[src/rtl/reg_dump_streamer_pkg.sv]
// Shared definitions for the 16x8 register bank, its dump streamer and the debug transmitter.
// Holds the bank geometry, the frame header byte and the dump FSM state encoding.
package reg_dump_streamer_pkg;

  localparam int NUM_REGS = 16;
  localparam int ADDR_W   = 4;
  localparam int DATA_W   = 8;
  localparam logic [DATA_W-1:0] HEADER = 8'hA5;

  typedef enum logic [1:0] {
    IDLE = 2'd0,
    HDR  = 2'd1,
    DATA = 2'd2,
    CSUM = 2'd3
  } state_t;

  // Next register address, wrapping at the top of the bank.
  function automatic logic [ADDR_W-1:0] next_addr(input logic [ADDR_W-1:0] addr);
    return (addr == ADDR_W'(NUM_REGS - 1)) ? '0 : addr + 1'b1;
  endfunction

  // Number of registers after the first one, modulo the bank size.
  function automatic logic [ADDR_W-1:0] range_span(input logic [ADDR_W-1:0] first,
                                                   input logic [ADDR_W-1:0] last);
    return ADDR_W'((int'(last) - int'(first) + NUM_REGS) % NUM_REGS);
  endfunction

endpackage

[src/rtl/reg_dump_streamer.sv]
// Walks a register address range through one bank read port and streams
// a framed dump (header, register bytes, XOR checksum) over valid/ready.
module reg_dump_streamer
  import reg_dump_streamer_pkg::*;
(
  input  logic              clk,
  input  logic              rst_n,
  input  logic              start,
  input  logic [ADDR_W-1:0] first_addr,
  input  logic [ADDR_W-1:0] last_addr,
  output logic [ADDR_W-1:0] rd_addr,
  input  logic [DATA_W-1:0] rd_data,
  output logic              out_valid,
  input  logic              out_ready,
  output logic [DATA_W-1:0] out_data,
  output logic              out_last,
  output logic              busy,
  output logic              done
);

  state_t              state_reg, state_next;
  logic [ADDR_W-1:0]   ptr_reg, ptr_next;
  logic [ADDR_W-1:0]   remaining_reg, remaining_next;
  logic [DATA_W-1:0]   csum_reg, csum_next;
  logic [DATA_W-1:0]   data_reg, data_next;
  logic                valid_reg, valid_next;
  logic                last_reg, last_next;
  logic                done_reg, done_next;
  logic                handshake;

  assign handshake = valid_reg && out_ready;

  always_ff @(posedge clk or negedge rst_n) begin
    if (!rst_n) begin
      state_reg     <= IDLE;
      ptr_reg       <= '0;
      remaining_reg <= '0;
      csum_reg      <= '0;
      data_reg      <= '0;
      valid_reg     <= 1'b0;
      last_reg      <= 1'b0;
      done_reg      <= 1'b0;
    end else begin
      state_reg     <= state_next;
      ptr_reg       <= ptr_next;
      remaining_reg <= remaining_next;
      csum_reg      <= csum_next;
      data_reg      <= data_next;
      valid_reg     <= valid_next;
      last_reg      <= last_next;
      done_reg      <= done_next;
    end
  end

  // ptr always addresses the register that the next handshake will load,
  // so rd_data is already settled when that handshake edge arrives.
  always_comb begin
    state_next     = state_reg;
    ptr_next       = ptr_reg;
    remaining_next = remaining_reg;
    csum_next      = csum_reg;
    data_next      = data_reg;
    valid_next     = valid_reg;
    last_next      = last_reg;
    done_next      = 1'b0;

    case (state_reg)
      IDLE: begin
        if (start) begin
          ptr_next       = first_addr;
          remaining_next = range_span(first_addr, last_addr);
          csum_next      = '0;
          data_next      = HEADER;
          valid_next     = 1'b1;
          last_next      = 1'b0;
          state_next     = HDR;
        end
      end
      HDR: begin
        if (handshake) begin
          data_next  = rd_data;
          csum_next  = csum_reg ^ rd_data;
          state_next = DATA;
          if (remaining_reg != '0) begin
            ptr_next = next_addr(ptr_reg);
          end
        end
      end
      DATA: begin
        if (handshake) begin
          if (remaining_reg != '0) begin
            data_next      = rd_data;
            csum_next      = csum_reg ^ rd_data;
            remaining_next = remaining_reg - 1'b1;
            // Stop advancing once the final register has been addressed.
            if (remaining_reg != ADDR_W'(1)) begin
              ptr_next = next_addr(ptr_reg);
            end
          end else begin
            data_next  = csum_reg;
            last_next  = 1'b1;
            state_next = CSUM;
          end
        end
      end
      CSUM: begin
        if (handshake) begin
          valid_next = 1'b0;
          last_next  = 1'b0;
          done_next  = 1'b1;
          state_next = IDLE;
        end
      end
      default: ;
    endcase
  end

  assign rd_addr   = ptr_reg;
  assign out_valid = valid_reg;
  assign out_data  = data_reg;
  assign out_last  = last_reg;
  assign busy      = (state_reg != IDLE);
  assign done      = done_reg;

endmodule
[config.mk]
export PLATFORM = sky130hd
export DESIGN_NAME = reg_dump_streamer
export DESIGN_NICKNAME = d
export VERILOG_FILES = /design/src/rtl/reg_dump_streamer_pkg.sv /design/src/rtl/reg_dump_streamer.sv
export SDC_FILE = /design/constraint.sdc
export NUM_CORES = 1
export LEC_CHECK = 0
export ABC_AREA = 1
export CAP_MARGIN = 25
export CORE_MARGIN = 8
export CORE_UTILIZATION = 30
export CTS_BUF_LIST = sky130_fd_sc_hd__clkbuf_8
export CTS_CLUSTER_SIZE = 30
export DETAILED_ROUTE_END_ITERATION = 7
export DONT_BUFFER_PORTS = 1
export GPL_ROUTABILITY_DRIVEN = 0
export PLACE_DENSITY_LB_ADDON = 0.15
export RECOVER_POWER = 100
export SLEW_MARGIN = 15
export SYNTH_ARGS = -nofsm -noshare
export SYNTH_HDL_FRONTEND = slang
export SYNTH_SLANG_ARGS = --single-unit
[constraint.sdc]
create_clock -name clk -period 4.2 [get_ports clk]
set_clock_uncertainty 0.1 [all_clocks]
set_input_delay 0.63 -clock clk [delete_from_list [all_inputs] [get_ports clk]]
set_output_delay 0.63 -clock clk [all_outputs]
set_load 0.02 [all_outputs]
==> results of run 1 <==
==> tightest hold or removal path, stage by stage (launching register included) <==
cell and delay (ps):
dfrtp_1 390, nand2_1 60, nand2_1 50
==> logic make-up after synthesis <==
kind of cell,Yosys count,share of synthesized area [%]
compound gates,45,13.3
xor+xnor,1,0.443
fa+ha+maj,12,7.96
buf+inv,39,8.66
flops,29,36.7
simple gates,144,32.9
==> layer usage <==
layer | track usage, % | vias to the layer above | share of wire (%)
met4 | 5.01 | 0 | 1.7
met1 | 12.7 | 689 | 48
met5 | 0 | - | 0
met2 | 15.9 | 30 | 44
met3 | 3.63 | 6 | 6.2
li1 | - | 854 | -
==> power by group through the flow <==
stage	clock network, W	registers [W]	logic (W)
3_3_place_gp	0	0.000285	0.0000280
6_report	0.000258	0.000279	0.0000329
2_1_floorplan	0	0.000285	0.0000224
5_1_grt	0.000287	0.000279	0.0000404
3_5_place_dp	0	0.000285	0.0000273
4_1_cts	0.000272	0.000279	0.0000360
==> cell usage in the layout (no fill, tap or decap) <==
master	netlist	final
a21oi_1	16	16
a21oi_4	1	1
clkbuf_1	0	1
clkbuf_8	0	7
clkinv_1	1	1
clkinv_2	0	1
clkinvlp_2	0	1
dfrtp_1	29	29
fa_1	1	1
ha_1	11	11
inv_1	32	34
nand2_1	87	90
nand2_2	5	4
nand3_1	7	8
nand3_2	1	1
nand4_1	1	2
nor2_1	29	30
nor2_4	2	1
o211ai_1	2	2
o21ai_0	16	22
o21ai_1	4	2
o21ai_2	6	2
or2_2	8	8
xnor2_1	1	1
==> layout make-up <==
cell class              instances  area [um^2]
clock inverters                 1         5.00
fillers                       716         4270
inverters                      36          136
clock buffers                   7         96.3
multi-input cells             202         1010
well taps                      77         96.3
repair buffers                  1         3.75
flip-flops and latches         29          726
==> what timing repair did <==
action / CTS / global route
endpoints found under the hold margin: 29 / 0
hold buffers: 1 / 0
buffers inserted: 0 / 0
gates resized for setup: 0 / 0
==> through the flow <==
step	power (W)	util, %
2_1_floorplan	0.000307	-
3_3_place_gp	0.000313	32.2
3_5_place_dp	0.000312	32.2
4_1_cts	0.000587	34.1
5_1_grt	0.000606	32.7
6_report	0.000570	32.7
==> how the worst max path moves through the flow <==
stage                 startpoint  slack (ps)  cells past startpoint               end
floorplan           last_addr[0]        2430                      8  remaining_reg[2]
CTS                 state_reg[1]        2140                      7       out_data[5]
finish              state_reg[0]        1460                     11        rd_addr[3]
detailed placement  state_reg[1]        2150                      7       out_data[5]
global route        state_reg[0]        1080                     11        rd_addr[3]
global placement    state_reg[1]        2230                      7       out_data[5]
==> results.md, run 1 <==
- Sequential Power Share: slightly below 50%
- Asr flop ratio synth: 100%
- Minimum clock period after layout: around 2700 ps
- Syn Nets: between 300 and 400
- Internal: 0.000440 W
- TritonCTS clock tree: built
- Buffers and inverters on the worst path: 4
- Row count: 29
- Placeable Area: approximately 6300 um^2
- Setup tns final: 0 ps
- Final period utilization: 65.4%
- Yosys top cell by area: dfrtp_1
- R2r setup slk: roughly 1500 ps
- Vert. Die Dim: ~97 um
- Max Cap Violations: 1
- Max Fclk: approximately 0.36 GHz
- Nets: between 300 and 400
- Final std cells w/o fill: approximately 350
- Post-route ant nets: 0
- Max Root-Sink Buffers: 2
- Hold path startpoint: csum_reg[2]
- Final Hold Vio Count: 0
- Worst Path Max Fanout: 12
- Remaining DRCs: 0
- Syn avg cell area: 7.33 um^2
- Most area-consuming cells after synthesis: dfrtp_1 37%, nand2_1 16%, ha_1 7.0%
- Final setup fails: 0
- LEAKAGE: 1.07 nW
- Vias in the first global route: ~1600
- First-pass GRT wire length: 7960 um
- Least-Margin Pin Slew: 1680 ps
- Clock transition at path regs: roughly 60 ps
- Sw Share: between 20% and 30%
- Hold WS: approximately 440 ps
- Reg-to-Reg End: rd_addr[3]
- Chip width: between 90 and 100 um
- Fraction of layout cells with a size suffix above 1: 9.42%
- Relative slew slack: -11.9%
- Overflow after GRT: 0
- HPWL after DPL: 3590 um
- CTS buffer count: 5
- Synth warnings: 0
- Slew Limit Fails: 30
- Count of flip-flops with a built-in enable after synthesis: 0
- First-pass DRT Iterations: 4
- CTS Root Cell: clkbuf_8
- Worst EP required: approximately 4300 ps
- Distinct cell type count after synthesis: 28
- Failing checks: capacitance limit, slew limit
- Critical path's most frequent cell: nand2_1
- Critical R2R Launch: state_reg[0]
- Pin count of the biggest net entering global routing: 30
- Final WS setup: roughly 1500 ps
- Worst Hold End: csum_reg[2]
- Delay-heaviest family, CP: simple AND/OR/NAND/NOR gates
- Worst slack, placed: approximately 2100 ps
- Vias: 1579
- Total track usage: 10.4%
- Nature of the critical path endpoint: flip-flop
- Initial antenna violation count: 0
- Combinational share of power: approximately 5.8%
- Post-Route WL: 4660 um
- Critical path type: flip-flop to flip-flop
- Routed wire per std cell: between 10 and 15 um
- Synth cell count leaders: 87 x nand2_1, 32 x inv_1, 29 x dfrtp_1, 29 x nor2_1
- Port Buffers: 0
- Post-Syn Area: slightly below 2000 um^2
- Worst hold-check path type: flip-flop to flip-flop
- Register area share after synthesis: between 30 and 40%
- Clock sinks: 29
- Die area: around 9500 um^2
- Slowest CP cell: clkinvlp_2
- Area after DPL: 2040 um^2
- Diode count: 0
- Area share of the largest cell type after synthesis: approximately 37%
- Clk_lat worst skew: approximately 280 ps
- Area Overhead vs Synth: 4.99%
- Critical path startpoint category: flip-flop
- Cells after synthesis: between 200 and 300
- Unrepaired setup endpoints after global routing: no
- Hold Path Depth: 2
- Final instance area: a little over 2000 um^2
- Drt initial violations: between 40 and 50
- Largest stage delay, worst path: ~440 ps
- Net Switching: roughly 0.00013 W
- Post-synthesis register bit count: 29
- Outcome: finished, violations left
- PwrDens: 274 nW/um^2
- Initial core utilization: between 30% and 40%
- Peak VDD IR: around 0.000097 V
- Via/cell ratio: approximately 4.5
- Placed insts: between 300 and 400
- H-tree Lvls: 2
- Most frequent cell after synthesis: nand2_1
- Worst path cell trace: inv_1, ha_1, nand2_2, inv_1, nand2_1, nand3_1, clkinvlp_2, nand2_1, inv_1, nand2_1, nand2_1
- Io pins: 36
- Reg2reg path depth: 11
- Main flop type after synthesis: dfrtp_1
- Clock share of power: 45.2%
- CP arrival: 2820 ps
No activity file was read; power rests on OpenSTA's default activity.
==> run 2, diff against run 1 <==
==> constraint.sdc (replaced) <==
create_clock -name clk -period 2.5 [get_ports clk]
set_clock_uncertainty 0.1 [all_clocks]
set_input_delay 0.375 -clock clk [delete_from_list [all_inputs] [get_ports clk]]
set_output_delay 0.375 -clock clk [all_outputs]
set_load 0.02 [all_outputs]
==> run 2 against run 1 <==
  * The run now ends clean
  * Routed wire length is 1.3% lower
  * Clock-buffer cell count stayed put
  * Register-to-register slack got worse by 1100 ps
  * Hold slack worse by 220 ps
  * Worst setup slack got worse by 1100 ps
  * Design area rose by 1.9%
  * Global-route usage down 0.13 points
  * First-iteration DRC count up 17%
==> results.md, run 2 (synthesis gave the netlist of run 1 again) <==
- Outcome: completed
- Slew Limit Fails: 0
- TritonCTS clock tree: built
- Post-route ant nets: 0
- Worst EP required: 2570 ps
- Vias: 1604
- Multi-input gate area: 1030 um^2
- Clk_lat worst skew: 280 ps
- Hold path startpoint: rd_data[5]
- Critical R2R Launch: state_reg[0]
- Fillers: 692
- Nature of the critical path endpoint: flip-flop
- Drt initial violations: between 50 and 60
- Clock transition at path regs: 70 ps
- Total track usage: 10.3%
- Commonest non-fill, non-tap cell in the layout: nand2_1
- First-pass GRT wire length: around 8000 um
- Setup tns final: 0 ps
- Critical path startpoint category: flip-flop
- Die area: around 9500 um^2
- Pin count of the biggest net entering global routing: 30
- Relative slew slack: ~9.7%
- Clock sinks: 29
- HPWL after DPL: around 3600 um
- Max Fclk: 0.471 GHz
- Least-Margin Pin Slew: 1360 ps
- Vert. Die Dim: just under 100 um
- Initial antenna violation count: 0
- Placeable Area: ~6300 um^2
- Fin util: ~33%
- Most frequent cells in the layout: 88 x nand2_1, 34 x inv_1, 29 x nor2_1, 29 x dfrtp_1, 23 x o21ai_0
- Routed wire per std cell: 13.0 um
- Max Root-Sink Buffers: 2
- Chip width: between 90 and 100 um
- Area Overhead vs Synth: 6.95%
- Final period utilization: between 80% and 90%
- Final Power: ~0.00096 W
- Nets: 308
- Worst Path Max Fanout: 12
- Critical path origin: state_reg[0]
- Row count: 29
- Initial core utilization: 31.2%
- H-tree Lvls: 2
- Peak VDD IR: 0.000211 V
- LEAKAGE: between 1 and 1.5 nW
- Diode count: 0
- Via/cell ratio: approximately 4.5
- Worst hold-check path type: input pin to flip-flop
- Critical path type: flip-flop to flip-flop
- Post-Route WL: between 4000 and 5000 um
- Vias in the first global route: 1609
- CP arrival: ~2200 ps
- Minimum clock period after layout: between 2000 and 2500 ps
- Final setup fails: 0
- CTS buffer count: 5
- Max Cap Violations: 0
- PwrDens: between 400 and 500 nW/um^2
- Io pins: 36
- Port Buffers: 0
- Storage element area: a little over 700 um^2
- First-pass DRT Iterations: 4
- R2r setup slk: between 300 and 400 ps
- Final Hold Vio Count: 0
- Overflow after GRT: 0
- Remaining DRCs: 0
- Fraction of layout cells with a size suffix above 1: 10.1%
- CTS Root Cell: clkbuf_8
- Unrepaired setup endpoints after global routing: no
==> run 2: final timing paths <==
| path | endpoint | cells after the start |
|---|---|---|
| worst max-delay path | rd_addr[3] | 11 |
| worst min-delay path | out_data[5] | 4 |
| worst max register to register | rd_addr[3] | 11 |
| worst min register to register | remaining_reg[0] | 2 |
| max in group asynchronous | remaining_reg[0] | 2 |
| min in group asynchronous | out_data[5] | 2 |
==> run 2: metrics by stage <==
stage               cells  worst slack [ps]  cell area (um^2)  hold WS (ps)
floorplan             270               851              1980         -20.6
global placement      344               516              2040         -19.2
detailed placement    344               442              2040         -19.2
CTS                   354               434              2170           213
global route          354               131              2120           254
finish                354               377              2120           221
==> run 2: area by class of cell <==
class | count | share of cell area [%]
Inverter | 36 | 6.50
Multi-Input combinational cell | 202 | 48.8
Clock buffer | 7 | 4.55
Sequential cell | 29 | 34.3
Tap cell | 77 | 4.55
Timing Repair Buffer | 2 | 1.06
Clock inverter | 1 | 0.236
==> run 2: layer usage <==
layer	global-route usage [%]	vias to the layer above	share of wire, %
met1	12.5	719	49
met3	3.06	7	4.5
met2	16.8	27	46
met5	0	-	0
li1	-	851	-
met4	3.50	0	1.2
==> run 2: critical path: stages, from the launching register on <==
cell and delay (ps):
dfrtp_1 400, inv_1 130, ha_1 420, nand2_2 80
inv_1 110, nand2_4 80, nand3_1 260, inv_4 130
nand2_4 110, inv_1 80, nand2_1 70, nand2_1 50
==> run 2: power by group <==
part / switching [W] / internal (W) / leakage, nW / total, W
clock: 0.000181 / 0.000248 / 0.0542 / 0.000429
combinational: 0.0000346 / 0.0000234 / 0.716 / 0.0000580
sequential: 0 / 0.000469 / 0.343 / 0.000469
==> run 2: what timing repair did <==
item | in CTS | in global routing
hold buffers | 2 | 0
gates resized for setup | 0 | 0
buffers inserted | 0 | 0
hold endpoints to repair | 29 | 0
==> run 3, diff against run 2 <==
==> constraint.sdc (replaced) <==
create_clock -name clk -period 1.8 [get_ports clk]
set_clock_uncertainty 0.1 [all_clocks]
set_input_delay 0.27 -clock clk [delete_from_list [all_inputs] [get_ports clk]]
set_output_delay 0.27 -clock clk [all_outputs]
set_load 0.02 [all_outputs]
==> run 3 against run 2 <==
  * Worst setup slack worse by 280 ps
  * Final cell count up 4.0%
  * Register-to-register slack lost 220 ps
  * Via count increased by 4.2%
  * Die area unchanged
  * Critical path depth fell by 7
  * Global-route usage rose by 0.47 points
  * Combinational power grew 33%
  * Sequential share of layout area fell by 2.2 points
  * Critical path type is now flip-flop to output pin
  * Critical endpoint is now busy
  * Largest cell class unchanged
==> results.md, run 3 (synthesis gave the netlist of run 1 again) <==
- Row count: 29
- Fillers: 679
- Vias in the first global route: roughly 1700
- Least-Margin Pin Slew: about 770 ps
- Total track usage: between 10% and 20%
- Overflow after GRT: 0
- Placeable Area: about 6300 um^2
- Worst Path Max Fanout: 4
- Placed insts: ~360
- CP arrival: around 1300 ps
- Clk_lat worst skew: roughly 280 ps
- Area Overhead vs Synth: 14.4%
- Fraction of layout cells with a size suffix above 1: 19.2%
- Chip width: between 90 and 100 um
- Final instance area: approximately 2300 um^2
- Port Buffers: 0
- Drt initial violations: 95
- Critical path type: flip-flop to output pin
- Clock sinks: 29
- H-tree Lvls: 2
- Initial antenna violation count: 0
- Pin count of the biggest net entering global routing: 30
- Peak VDD IR: 0.000221 V
- CTS buffer count: 5
- HPWL after DPL: 3720 um
- Unrepaired setup endpoints after global routing: yes
- Worst EP required: approximately 1400 ps
- Remaining DRCs: 0
- Final WS setup: about 100 ps
- Final setup fails: 0
- Critical path startpoint category: flip-flop
- First-pass DRT Iterations: 4
- Vias: about 1700
- Setup tns final: 0 ps
- Routed wire per std cell: about 13 um
- Nets: ~320
- Relative slew slack: 49.0%
- LEAKAGE: approximately 1.2 nW
- Io pins: 36
- Worst slack, placed: ~42 ps
- PwrDens: 549 nW/um^2
- Post-CTS setup buffers: 0
- Final Hold Vio Count: 0
- Outcome: completed
- Slew Limit Fails: 0
- Commonest non-fill, non-tap cell in the layout: nand2_1
- Minimum clock period after layout: around 1700 ps
- TritonCTS clock tree: built
- Die area: between 9000 and 10000 um^2
- Post-route ant nets: 0
- Initial core utilization: 31.2%
- First-pass GRT wire length: roughly 8300 um
- Worst hold-check path type: input pin to flip-flop
- Clock transition at path regs: 60 ps
- Nature of the critical path endpoint: output pin
- Post-Route WL: around 4800 um
- Final period utilization: 94.4%
- Vert. Die Dim: around 97 um
- Max Root-Sink Buffers: 2
- CTS Root Cell: clkbuf_8
- Diode count: 0
- Area after DPL: roughly 2100 um^2
- Final std cells w/o fill: ~370
- Via/cell ratio: about 4.5
- Max Cap Violations: 0
- Max Fclk: roughly 0.59 GHz
- Most frequent cells in the layout: 87 x nand2_1, 33 x inv_1, 29 x nor2_1
## run 3: changes by cell type in the layout (fill, tap and decap cells not counted), moves of 2 or more
| cell | delta |
|---|---|
| buf_4 | +12 |
| o21ai_0 | -8 |
| ha_1 | -4 |
| ha_2 | +4 |
| o21ai_2 | +4 |
| o21ai_1 | +3 |
| clkbuf_1 | +2 |
| clkbuf_8 | -2 |
| inv_2 | +2 |
## run 3: where the power goes
| part | leakage [nW] | internal, W | switching, W |
|---|---|---|---|
| combinational | 0.761 | 0.0000306 | 0.0000465 |
| clock | 0.0491 | 0.000262 | 0.000253 |
| sequential | 0.341 | 0.000652 | 0 |
## run 3: per-stage QoR
step / utilization (%) / total power, W / hold slack (ps)
2_1_floorplan: - / 0.000716 / -126
3_3_place_gp: 33.8 / 0.000726 / -124
3_5_place_dp: 33.8 / 0.000726 / -124
4_1_cts: 35.6 / 0.00128 / 106
5_1_grt: 35.7 / 0.00131 / 140
6_report: 35.7 / 0.00124 / 118
## run 3: worst max-delay path, cell delays in order, from the launching register on
cell and delay (ps):
dfrtp_1 400, inv_1 150, ha_2 260, inv_1 80
buf_4 160
## run 3: area by class of cell
class,instances,area [um^2],share of cell area [%]
multi-input combinational,202,1100,48.8
sequential,29,727,32.1
inverter,36,141,6.24
timing repair buffer,16,113,4.97
tap,77,96.3,4.25
clock buffer,5,68.8,3.04
clock inverter,3,13.8,0.608
## run 3: path summary, 6_finish.rpt
kind                                  start               end  slack (ps)  cells after the start
max                            state_reg[0]              busy         100                      4
min                              rd_data[4]       out_data[4]         120                      4
max reg2reg                    state_reg[0]       csum_reg[1]         160                      7
min reg2reg                remaining_reg[1]  remaining_reg[1]         430                      2
max in group asynchronous             rst_n      state_reg[1]         530                      2
min in group asynchronous             rst_n         out_valid         530                      2
## run 3: metal layers
metal  part of all wire (%)  global-route usage [%]  vias up
li1                       -                       -      885
met1                     46                    12.5      750
met2                     47                    17.8       33
met3                    6.2                    3.91        4
met4                   0.60                    3.50        0
met5                      0                       0        -
## run 3: timing repair
action,in CTS,in global routing
setup endpoints to repair,0,14
hold buffers,2,0
gates resized for setup,0,9
endpoints found under the hold margin,29,0
